$ cat src/rtl/hyperbus_arbiter_if.sv
// Signal bundle between hyperbus_arbiter, its two requesters and the hyperbus controller.
// master is the arbiter's view; slave is the requester/controller side.
interface hyperbus_arbiter_if #(
  parameter int WIDTH     = 8,
  parameter int LEN_WIDTH = 8
);
  logic                   p0_req, p1_req;
  logic                   p0_we, p1_we;
  logic                   p0_reg_space, p1_reg_space;
  logic [31:0]            p0_adr, p1_adr;
  logic [LEN_WIDTH-1:0]   p0_len, p1_len;
  logic [2*WIDTH-1:0]     p0_wdat, p1_wdat;
  logic                   p0_gnt, p1_gnt;
  logic                   p0_wready, p1_wready;
  logic                   p0_rvalid, p1_rvalid;
  logic                   p0_done, p1_done;
  logic                   p0_err, p1_err;
  logic [2*WIDTH-1:0]     rdat;
  logic                   fault;
  logic [31:0]            ctl_adr;
  logic [2*WIDTH-1:0]     ctl_dat;
  logic                   ctl_reg_space, ctl_wrq, ctl_rrq;
  logic [2*WIDTH-1:0]     ctl_rdat;
  logic                   ctl_ready, ctl_valid, ctl_busy, ctl_error;

  modport master (
    input  p0_req, p0_we, p0_reg_space, p0_adr, p0_len, p0_wdat,
    input  p1_req, p1_we, p1_reg_space, p1_adr, p1_len, p1_wdat,
    input  ctl_rdat, ctl_ready, ctl_valid, ctl_busy, ctl_error,
    output p0_gnt, p0_wready, p0_rvalid, p0_done, p0_err,
    output p1_gnt, p1_wready, p1_rvalid, p1_done, p1_err,
    output rdat, fault, ctl_adr, ctl_dat, ctl_reg_space, ctl_wrq, ctl_rrq
  );

  modport slave (
    output p0_req, p0_we, p0_reg_space, p0_adr, p0_len, p0_wdat,
    output p1_req, p1_we, p1_reg_space, p1_adr, p1_len, p1_wdat,
    output ctl_rdat, ctl_ready, ctl_valid, ctl_busy, ctl_error,
    input  p0_gnt, p0_wready, p0_rvalid, p0_done, p0_err,
    input  p1_gnt, p1_wready, p1_rvalid, p1_done, p1_err,
    input  rdat, fault, ctl_adr, ctl_dat, ctl_reg_space, ctl_wrq, ctl_rrq
  );
endinterface

$ cat src/rtl/hyperbus_arbiter.sv
// Two-port round-robin arbiter and burst sequencer in front of the hyperbus controller.
// Optional progress watchdog is built when HYPERBUS_ARB_TIMEOUT_EN is defined.
module hyperbus_arbiter #(
  parameter int WIDTH     = 8,
  parameter int LEN_WIDTH = 8,
  parameter int TIMEOUT   = 255
) (
  input  logic              clk,
  input  logic              rstn,
  hyperbus_arbiter_if.master bus
);
  localparam int W = 2 * WIDTH;

  localparam logic [1:0] IDLE    = 2'd0;
  localparam logic [1:0] XFER    = 2'd1;
  localparam logic [1:0] RELEASE = 2'd2;
  localparam logic [1:0] FAULT   = 2'd3;

  logic [1:0]           state;
  logic                 sel;
  logic                 last;
  logic                 we_q;
  logic                 tmo_hit;
  logic [LEN_WIDTH-1:0] cnt;
  logic [W-1:0]         dat_hold;

  logic                 req0, req1, any_req, win;
  logic                 g_we, g_rs;
  logic [31:0]          g_adr;
  logic [LEN_WIDTH-1:0] g_len;
  logic                 xfer_wr, xfer_rd, word, last_word, tmo;
  logic [W-1:0]         wdat_sel;

  // A port whose done is pulsing still shows the old request this cycle.
  assign req0    = bus.p0_req & ~bus.p0_done;
  assign req1    = bus.p1_req & ~bus.p1_done;
  assign any_req = req0 | req1;
  assign win     = (req0 & req1) ? ~last : req1;

  assign g_we  = win ? bus.p1_we        : bus.p0_we;
  assign g_rs  = win ? bus.p1_reg_space : bus.p0_reg_space;
  assign g_adr = win ? bus.p1_adr       : bus.p0_adr;
  assign g_len = win ? bus.p1_len       : bus.p0_len;

  assign xfer_wr   = (state == XFER) & we_q;
  assign xfer_rd   = (state == XFER) & ~we_q;
  assign word      = xfer_wr ? bus.ctl_ready : (xfer_rd & bus.ctl_valid);
  assign last_word = word & (cnt == '0);

  assign wdat_sel      = sel ? bus.p1_wdat : bus.p0_wdat;
  assign bus.ctl_dat   = xfer_wr ? wdat_sel : dat_hold;
  assign bus.p0_wready = xfer_wr & bus.ctl_ready & ~sel;
  assign bus.p1_wready = xfer_wr & bus.ctl_ready &  sel;
  assign bus.p0_rvalid = xfer_rd & bus.ctl_valid & ~sel;
  assign bus.p1_rvalid = xfer_rd & bus.ctl_valid &  sel;
  assign bus.rdat      = xfer_rd ? bus.ctl_rdat : '0;

`ifdef HYPERBUS_ARB_TIMEOUT_EN
  localparam int TW = $clog2(TIMEOUT + 1);
  logic [TW-1:0] tmo_cnt;

  // Counts XFER cycles since the grant or the most recent word.
  assign tmo = (state == XFER) & ~word & (tmo_cnt == TW'(TIMEOUT - 1));

  always_ff @(posedge clk or negedge rstn) begin
    if (!rstn)
      tmo_cnt <= '0;
    else if (state != XFER || word)
      tmo_cnt <= '0;
    else
      tmo_cnt <= tmo_cnt + TW'(1);
  end
`else
  // No watchdog in this build; TIMEOUT has no effect.
  assign tmo = 1'b0 & (TIMEOUT > 0);
`endif

  always_ff @(posedge clk or negedge rstn) begin
    if (!rstn) begin
      state             <= IDLE;
      sel               <= 1'b0;
      last              <= 1'b1;
      we_q              <= 1'b0;
      tmo_hit           <= 1'b0;
      cnt               <= '0;
      dat_hold          <= '0;
      bus.ctl_adr       <= '0;
      bus.ctl_reg_space <= 1'b0;
      bus.ctl_wrq       <= 1'b0;
      bus.ctl_rrq       <= 1'b0;
      bus.fault         <= 1'b0;
      bus.p0_gnt        <= 1'b0;
      bus.p1_gnt        <= 1'b0;
      bus.p0_done       <= 1'b0;
      bus.p1_done       <= 1'b0;
      bus.p0_err        <= 1'b0;
      bus.p1_err        <= 1'b0;
    end else begin
      bus.p0_gnt  <= 1'b0;
      bus.p1_gnt  <= 1'b0;
      bus.p0_done <= 1'b0;
      bus.p1_done <= 1'b0;
      bus.p0_err  <= 1'b0;
      bus.p1_err  <= 1'b0;
      if (xfer_wr)
        dat_hold <= wdat_sel;

      if (bus.ctl_error) begin
        state       <= FAULT;
        bus.fault   <= 1'b1;
        bus.ctl_wrq <= 1'b0;
        bus.ctl_rrq <= 1'b0;
      end else begin
        case (state)
          IDLE: begin
            if (!bus.ctl_busy && any_req) begin
              state             <= XFER;
              sel               <= win;
              we_q              <= g_we;
              cnt               <= g_len;
              tmo_hit           <= 1'b0;
              bus.ctl_adr       <= g_adr;
              bus.ctl_reg_space <= g_rs;
              bus.ctl_wrq       <= g_we;
              bus.ctl_rrq       <= ~g_we;
              bus.p0_gnt        <= ~win;
              bus.p1_gnt        <= win;
            end
          end
          XFER: begin
            if (word)
              cnt <= cnt - LEN_WIDTH'(1);
            if (last_word || tmo) begin
              state       <= RELEASE;
              tmo_hit     <= tmo;
              bus.ctl_wrq <= 1'b0;
              bus.ctl_rrq <= 1'b0;
            end
          end
          RELEASE: begin
            if (!bus.ctl_busy) begin
              state       <= IDLE;
              last        <= sel;
              bus.p0_done <= ~sel;
              bus.p1_done <= sel;
              bus.p0_err  <= ~sel & tmo_hit;
              bus.p1_err  <= sel & tmo_hit;
            end
          end
          default: ;
        endcase
      end
    end
  end
endmodule

$ cat src/flat_wrapper.sv
// flat-port wrapper written by rule: the top's interface ports become plain ports
module hyperbus_arbiter_flat 
#(
  parameter int WIDTH     = 8,
  parameter int LEN_WIDTH = 8,
  parameter int TIMEOUT   = 255
)
  (clk, rstn, bus_p0_req, bus_p0_we, bus_p0_reg_space, bus_p0_adr, bus_p0_len, bus_p0_wdat, bus_p1_req, bus_p1_we, bus_p1_reg_space, bus_p1_adr, bus_p1_len, bus_p1_wdat, bus_ctl_rdat, bus_ctl_ready, bus_ctl_valid, bus_ctl_busy, bus_ctl_error, bus_p0_gnt, bus_p0_wready, bus_p0_rvalid, bus_p0_done, bus_p0_err, bus_p1_gnt, bus_p1_wready, bus_p1_rvalid, bus_p1_done, bus_p1_err, bus_rdat, bus_fault, bus_ctl_adr, bus_ctl_dat, bus_ctl_reg_space, bus_ctl_wrq, bus_ctl_rrq);
  hyperbus_arbiter_if #(.WIDTH(WIDTH), .LEN_WIDTH(LEN_WIDTH)) bus_i ();
  input  logic clk;
  input  logic rstn;
  input wire logic [$bits(bus_i.p0_req)-1:0] bus_p0_req;
  input wire logic [$bits(bus_i.p0_we)-1:0] bus_p0_we;
  input wire logic [$bits(bus_i.p0_reg_space)-1:0] bus_p0_reg_space;
  input wire logic [$bits(bus_i.p0_adr)-1:0] bus_p0_adr;
  input wire logic [$bits(bus_i.p0_len)-1:0] bus_p0_len;
  input wire logic [$bits(bus_i.p0_wdat)-1:0] bus_p0_wdat;
  input wire logic [$bits(bus_i.p1_req)-1:0] bus_p1_req;
  input wire logic [$bits(bus_i.p1_we)-1:0] bus_p1_we;
  input wire logic [$bits(bus_i.p1_reg_space)-1:0] bus_p1_reg_space;
  input wire logic [$bits(bus_i.p1_adr)-1:0] bus_p1_adr;
  input wire logic [$bits(bus_i.p1_len)-1:0] bus_p1_len;
  input wire logic [$bits(bus_i.p1_wdat)-1:0] bus_p1_wdat;
  input wire logic [$bits(bus_i.ctl_rdat)-1:0] bus_ctl_rdat;
  input wire logic [$bits(bus_i.ctl_ready)-1:0] bus_ctl_ready;
  input wire logic [$bits(bus_i.ctl_valid)-1:0] bus_ctl_valid;
  input wire logic [$bits(bus_i.ctl_busy)-1:0] bus_ctl_busy;
  input wire logic [$bits(bus_i.ctl_error)-1:0] bus_ctl_error;
  output wire logic [$bits(bus_i.p0_gnt)-1:0] bus_p0_gnt;
  output wire logic [$bits(bus_i.p0_wready)-1:0] bus_p0_wready;
  output wire logic [$bits(bus_i.p0_rvalid)-1:0] bus_p0_rvalid;
  output wire logic [$bits(bus_i.p0_done)-1:0] bus_p0_done;
  output wire logic [$bits(bus_i.p0_err)-1:0] bus_p0_err;
  output wire logic [$bits(bus_i.p1_gnt)-1:0] bus_p1_gnt;
  output wire logic [$bits(bus_i.p1_wready)-1:0] bus_p1_wready;
  output wire logic [$bits(bus_i.p1_rvalid)-1:0] bus_p1_rvalid;
  output wire logic [$bits(bus_i.p1_done)-1:0] bus_p1_done;
  output wire logic [$bits(bus_i.p1_err)-1:0] bus_p1_err;
  output wire logic [$bits(bus_i.rdat)-1:0] bus_rdat;
  output wire logic [$bits(bus_i.fault)-1:0] bus_fault;
  output wire logic [$bits(bus_i.ctl_adr)-1:0] bus_ctl_adr;
  output wire logic [$bits(bus_i.ctl_dat)-1:0] bus_ctl_dat;
  output wire logic [$bits(bus_i.ctl_reg_space)-1:0] bus_ctl_reg_space;
  output wire logic [$bits(bus_i.ctl_wrq)-1:0] bus_ctl_wrq;
  output wire logic [$bits(bus_i.ctl_rrq)-1:0] bus_ctl_rrq;
  assign bus_i.p0_req = bus_p0_req;
  assign bus_i.p0_we = bus_p0_we;
  assign bus_i.p0_reg_space = bus_p0_reg_space;
  assign bus_i.p0_adr = bus_p0_adr;
  assign bus_i.p0_len = bus_p0_len;
  assign bus_i.p0_wdat = bus_p0_wdat;
  assign bus_i.p1_req = bus_p1_req;
  assign bus_i.p1_we = bus_p1_we;
  assign bus_i.p1_reg_space = bus_p1_reg_space;
  assign bus_i.p1_adr = bus_p1_adr;
  assign bus_i.p1_len = bus_p1_len;
  assign bus_i.p1_wdat = bus_p1_wdat;
  assign bus_i.ctl_rdat = bus_ctl_rdat;
  assign bus_i.ctl_ready = bus_ctl_ready;
  assign bus_i.ctl_valid = bus_ctl_valid;
  assign bus_i.ctl_busy = bus_ctl_busy;
  assign bus_i.ctl_error = bus_ctl_error;
  assign bus_p0_gnt = bus_i.p0_gnt;
  assign bus_p0_wready = bus_i.p0_wready;
  assign bus_p0_rvalid = bus_i.p0_rvalid;
  assign bus_p0_done = bus_i.p0_done;
  assign bus_p0_err = bus_i.p0_err;
  assign bus_p1_gnt = bus_i.p1_gnt;
  assign bus_p1_wready = bus_i.p1_wready;
  assign bus_p1_rvalid = bus_i.p1_rvalid;
  assign bus_p1_done = bus_i.p1_done;
  assign bus_p1_err = bus_i.p1_err;
  assign bus_rdat = bus_i.rdat;
  assign bus_fault = bus_i.fault;
  assign bus_ctl_adr = bus_i.ctl_adr;
  assign bus_ctl_dat = bus_i.ctl_dat;
  assign bus_ctl_reg_space = bus_i.ctl_reg_space;
  assign bus_ctl_wrq = bus_i.ctl_wrq;
  assign bus_ctl_rrq = bus_i.ctl_rrq;
  hyperbus_arbiter #(.WIDTH(WIDTH), .LEN_WIDTH(LEN_WIDTH), .TIMEOUT(TIMEOUT)) u_core (.clk(clk), .rstn(rstn), .bus(bus_i));
endmodule
$ cat config.mk
export PLATFORM = sky130hd
export DESIGN_NAME = hyperbus_arbiter_flat
export DESIGN_NICKNAME = d
export VERILOG_FILES = /design/src/rtl/hyperbus_arbiter_if.sv /design/src/rtl/hyperbus_arbiter.sv /design/src/flat_wrapper.sv
export SDC_FILE = /design/constraint.sdc
export NUM_CORES = 1
export LEC_CHECK = 0
export ABC_AREA = 1
export CORE_MARGIN = 5
export CORE_UTILIZATION = 35
export CTS_CLUSTER_SIZE = 14
export DETAILED_ROUTE_END_ITERATION = 10
export PLACE_DENSITY = 0.75
export SYNTH_ARGS = -nofsm -noshare
export SYNTH_HDL_FRONTEND = slang
export SYNTH_SLANG_ARGS = --single-unit
$ cat constraint.sdc
create_clock -name clk -period 3.6 [get_ports clk]
set_input_delay 1.08 -clock clk [delete_from_list [all_inputs] [get_ports clk]]
set_output_delay 1.08 -clock clk [all_outputs]
set_load 0.05 [all_outputs]
==> results.md <==
- Setup repair after global routing missed its margin: no
- Cell Rows: 37
- Depth of the CTS H-tree: 3
- Pre-CTS WS: 0.384 ns
- Average wire length per cell after detail routing: 14.9 um
- Commonest non-fill, non-tap cell in the layout: nand2_1
- Starting density of the core: between 30% and 40%
- Power share of the clock group: 11.7%
- Arrival @ worst endpoint: about 2.1 ns
- Number of I/O pins: roughly 220
- Number of optimization iterations in the first detailed-route pass: 5
- Max clock buf depth: 2
- Quantity of I/O buffers inserted on ports: between 200 and 250
- Total gr overflow: 0
- Run status: completed
- DRC violation count after routing: 0
- Tightest Pin Transition: around 0.72 ns
- Seq/Total Area, Yosys: 46.8%
- Fraction of final layout cells sized beyond drive strength 1: 10.5%
- Total internal power: 2960 uW
- Top library cells by usage in the layout, fill and taps aside: 205 x nand2_1, 178 x clkdlybuf4s50_1, 68 x dfrtp_1
- Post-layout nets: 867
- Register bit count reported by yosys: 69
- Total track usage: 21.2%
- TritonCTS clock tree: built
- Mapped Avg Cell Area: between 7 and 8 um2
- Relative max-transition margin: about half
- Slew Viols, Final: 0
- DPL Wire Length: 10.1 mm
- Later-pin clock latency in the skew report: approximately 0.35 ns
- Number of buffers added by the clock tree synthesis step: 9
- Die span in x: 113 um
- Final Critical Period: 3.21 ns
- Number of antenna violations at the first check in global routing: 0
- Final clock period utilization by the worst path: 89.2%
- Count of mapped cells out of synthesis: about 510
- Worst-case clock skew: 0.00409 ns
- Power density over the cells: 890 nW/um2
- Root Buffer Master: clkbuf_8
- Required time of the critical path: roughly 2.5 ns
- Logic pwr share: around two thirds
- Worst-case setup margin in the final layout: 0.388 ns
- Switching fraction of total power: 48.9%
- Leakage power: 0.00309 uW
- Total inserted antenna cells: 0
- Yosys Warn Count: 0
- Highest Clock Rate: 311 MHz
- Area of the die: between 10000 and 15000 um2
- Routability Congestion: between 0.8 and 0.9
- Final hold violation count: 0
- Global-route wire length before repair: 21.7 mm
- Area of the core region: between 10000 and 15000 um2
- CP max FO: 16
- Maximum vdd drop: 0.452 mV
- Total standard cell area after synthesis: 3700 um2
- Post-CTS Setup Inserts: 0
- Sequential cell fraction of total power: 22.6%
- Reg clk slew, reported paths: 0.07 ns
- Overall via count from detail_route: slightly above 4k
- Final routed wirelength across all metal layers: 12.9 mm
- Net Sw Power: 2830 uW
- Setup Crit Path Kind: register to primary output
- Number of routed nets with antenna violations: 0
- Crit start category: register
- Clock sink count: 69
- Number of violations reported at the end of detailed-routing iteration 0: around 240
- Setup TNS: 0 ns
- Signed area change from the synthesized netlist to the final layout: 76.1%
- Pin count of the biggest net entering global routing: between 40 and 50
- Number of distinct library cells after synthesis: 27
- Vias in the first global route: 4350
- Endpoint type of the worst setup path: primary output
- Die extent in y: 113 um
- Final setup violation count: 0
- Via count normalized by instance count: 4.67
- Classification of the worst-slack hold path: register to register
- Max-Cap Viols: 0
-- cell families (layout without fill, tap and decap cells) --
group | after synthesis | in the layout | share of synthesized area (%)
other | 1 | 2 | 0.101
buffers and inverters | 69 | 283 | 8.50
adders and majority gates | 5 | 5 | 1.69
DFF | 69 | 69 | 46.8
AOI/OAI and AO/OA | 46 | 46 | 6.23
and+or+nand+nor | 322 | 322 | 36.7
-- synth_stat cells, drive strengths merged --
master  number  area (um2)
nand2      209         810
dfrtp       68        1700
nor2        56         244
nand3       49         255
inv         46         178
a21oi       35         175
buf         14         103
o21ai       11        55.1
clkbuf       8        30.0
ha           5        62.6
nand4        5        31.3
or2          2        12.5
clkinv       1        3.75
conb         1        3.75
dfstp        1        26.3
nor3         1        5.00
-- routing by layer --
layer / part of all wire (%) / GRT usage, % / vias to the layer above
met3: 9.8 / 7.70 / 22
li1: - / - / 2002
met5: 0 / 0 / -
met2: 50 / 35.6 / 188
met1: 38 / 24.0 / 1814
met4: 2.6 / 9.70 / 0
-- flip-flops by register name (all words and copies together), names as in the netlist --
name / flops
u_core.sel: 1
u_core.bus.p1_done: 1
u_core.cnt: 8
u_core.bus.ctl_wrq: 1
u_core.we_q: 1
u_core.state: 2
u_core.dat_hold: 16
u_core.last: 1
u_core.bus.p0_gnt: 1
u_core.bus.p0_done: 1
u_core.bus.fault: 1
u_core.bus.ctl_reg_space: 1
u_core.bus.p1_gnt: 1
u_core.bus.ctl_adr: 32
u_core.bus.ctl_rrq: 1
-- worst paths after layout --
check / start / end / slack (ns) / cells after the start
max: u_core.state[1] / bus_rdat[3] / 0.39 / 7
min: u_core.bus.fault / u_core.bus.fault / 0.47 / 1
max reg2reg: u_core.state[1] / u_core.state[1] / 1.49 / 11
min reg2reg: u_core.bus.fault / u_core.bus.fault / 0.47 / 1
max in group asynchronous: rstn / u_core.last / 2.09 / 2
min in group asynchronous: rstn / u_core.bus.ctl_adr[4] / 0.78 / 1
-- critical path, cell delays in order (launching register included) --
cell and delay [ns]:
dfrtp_1 0.40, inv_1 0.09, ha_2 0.32, inv_2 0.16
nor2_1 0.15, inv_1 0.22, nor2_1 0.25, buf_12 0.17
-- stage by stage --
stage / area, um2 / hold slack [ns] / cells / power, uW / util, %
6_report: 6510 / 0.468 / 863 / 5790 / 63.0
5_1_grt: 6510 / 0.504 / 863 / 6170 / 63.0
2_1_floorplan: 3700 / 0.467 / 513 / 3520 / -
3_5_place_dp: 6290 / 0.454 / 847 / 5140 / 61.0
3_3_place_gp: 6290 / 0.449 / 847 / 5070 / 61.0
4_1_cts: 6510 / 0.472 / 863 / 5840 / 63.0
-- power groups by stage --
| stage | logic (uW) | clock network [uW] | registers (uW) |
|---|---|---|---|
| 4_1_cts | 3840 | 697 | 1310 |
| 3_3_place_gp | 3770 | 0 | 1300 |
| 5_1_grt | 4070 | 739 | 1360 |
| 2_1_floorplan | 1590 | 0 | 1930 |
| 6_report | 3810 | 675 | 1310 |
| 3_5_place_dp | 3820 | 0 | 1310 |
-- repair_timing --
action | 4_1_cts | 5_1_grt
setup endpoints to repair | 0 | 16
gates resized for setup | 0 | 1
hold buffers | 0 | 0
-- area by class of cell --
| type | instances | area [um2] |
|---|---|---|
| fillers | 859 | 3810 |
| clock inverters | 3 | 42.5 |
| flip-flops and latches | 69 | 1730 |
| well taps | 136 | 170 |
| repair buffers | 220 | 2560 |
| multi-input cells | 375 | 1660 |
| inverters | 47 | 181 |
| clock buffers | 13 | 169 |
Power figures use the tool's default switching activity.
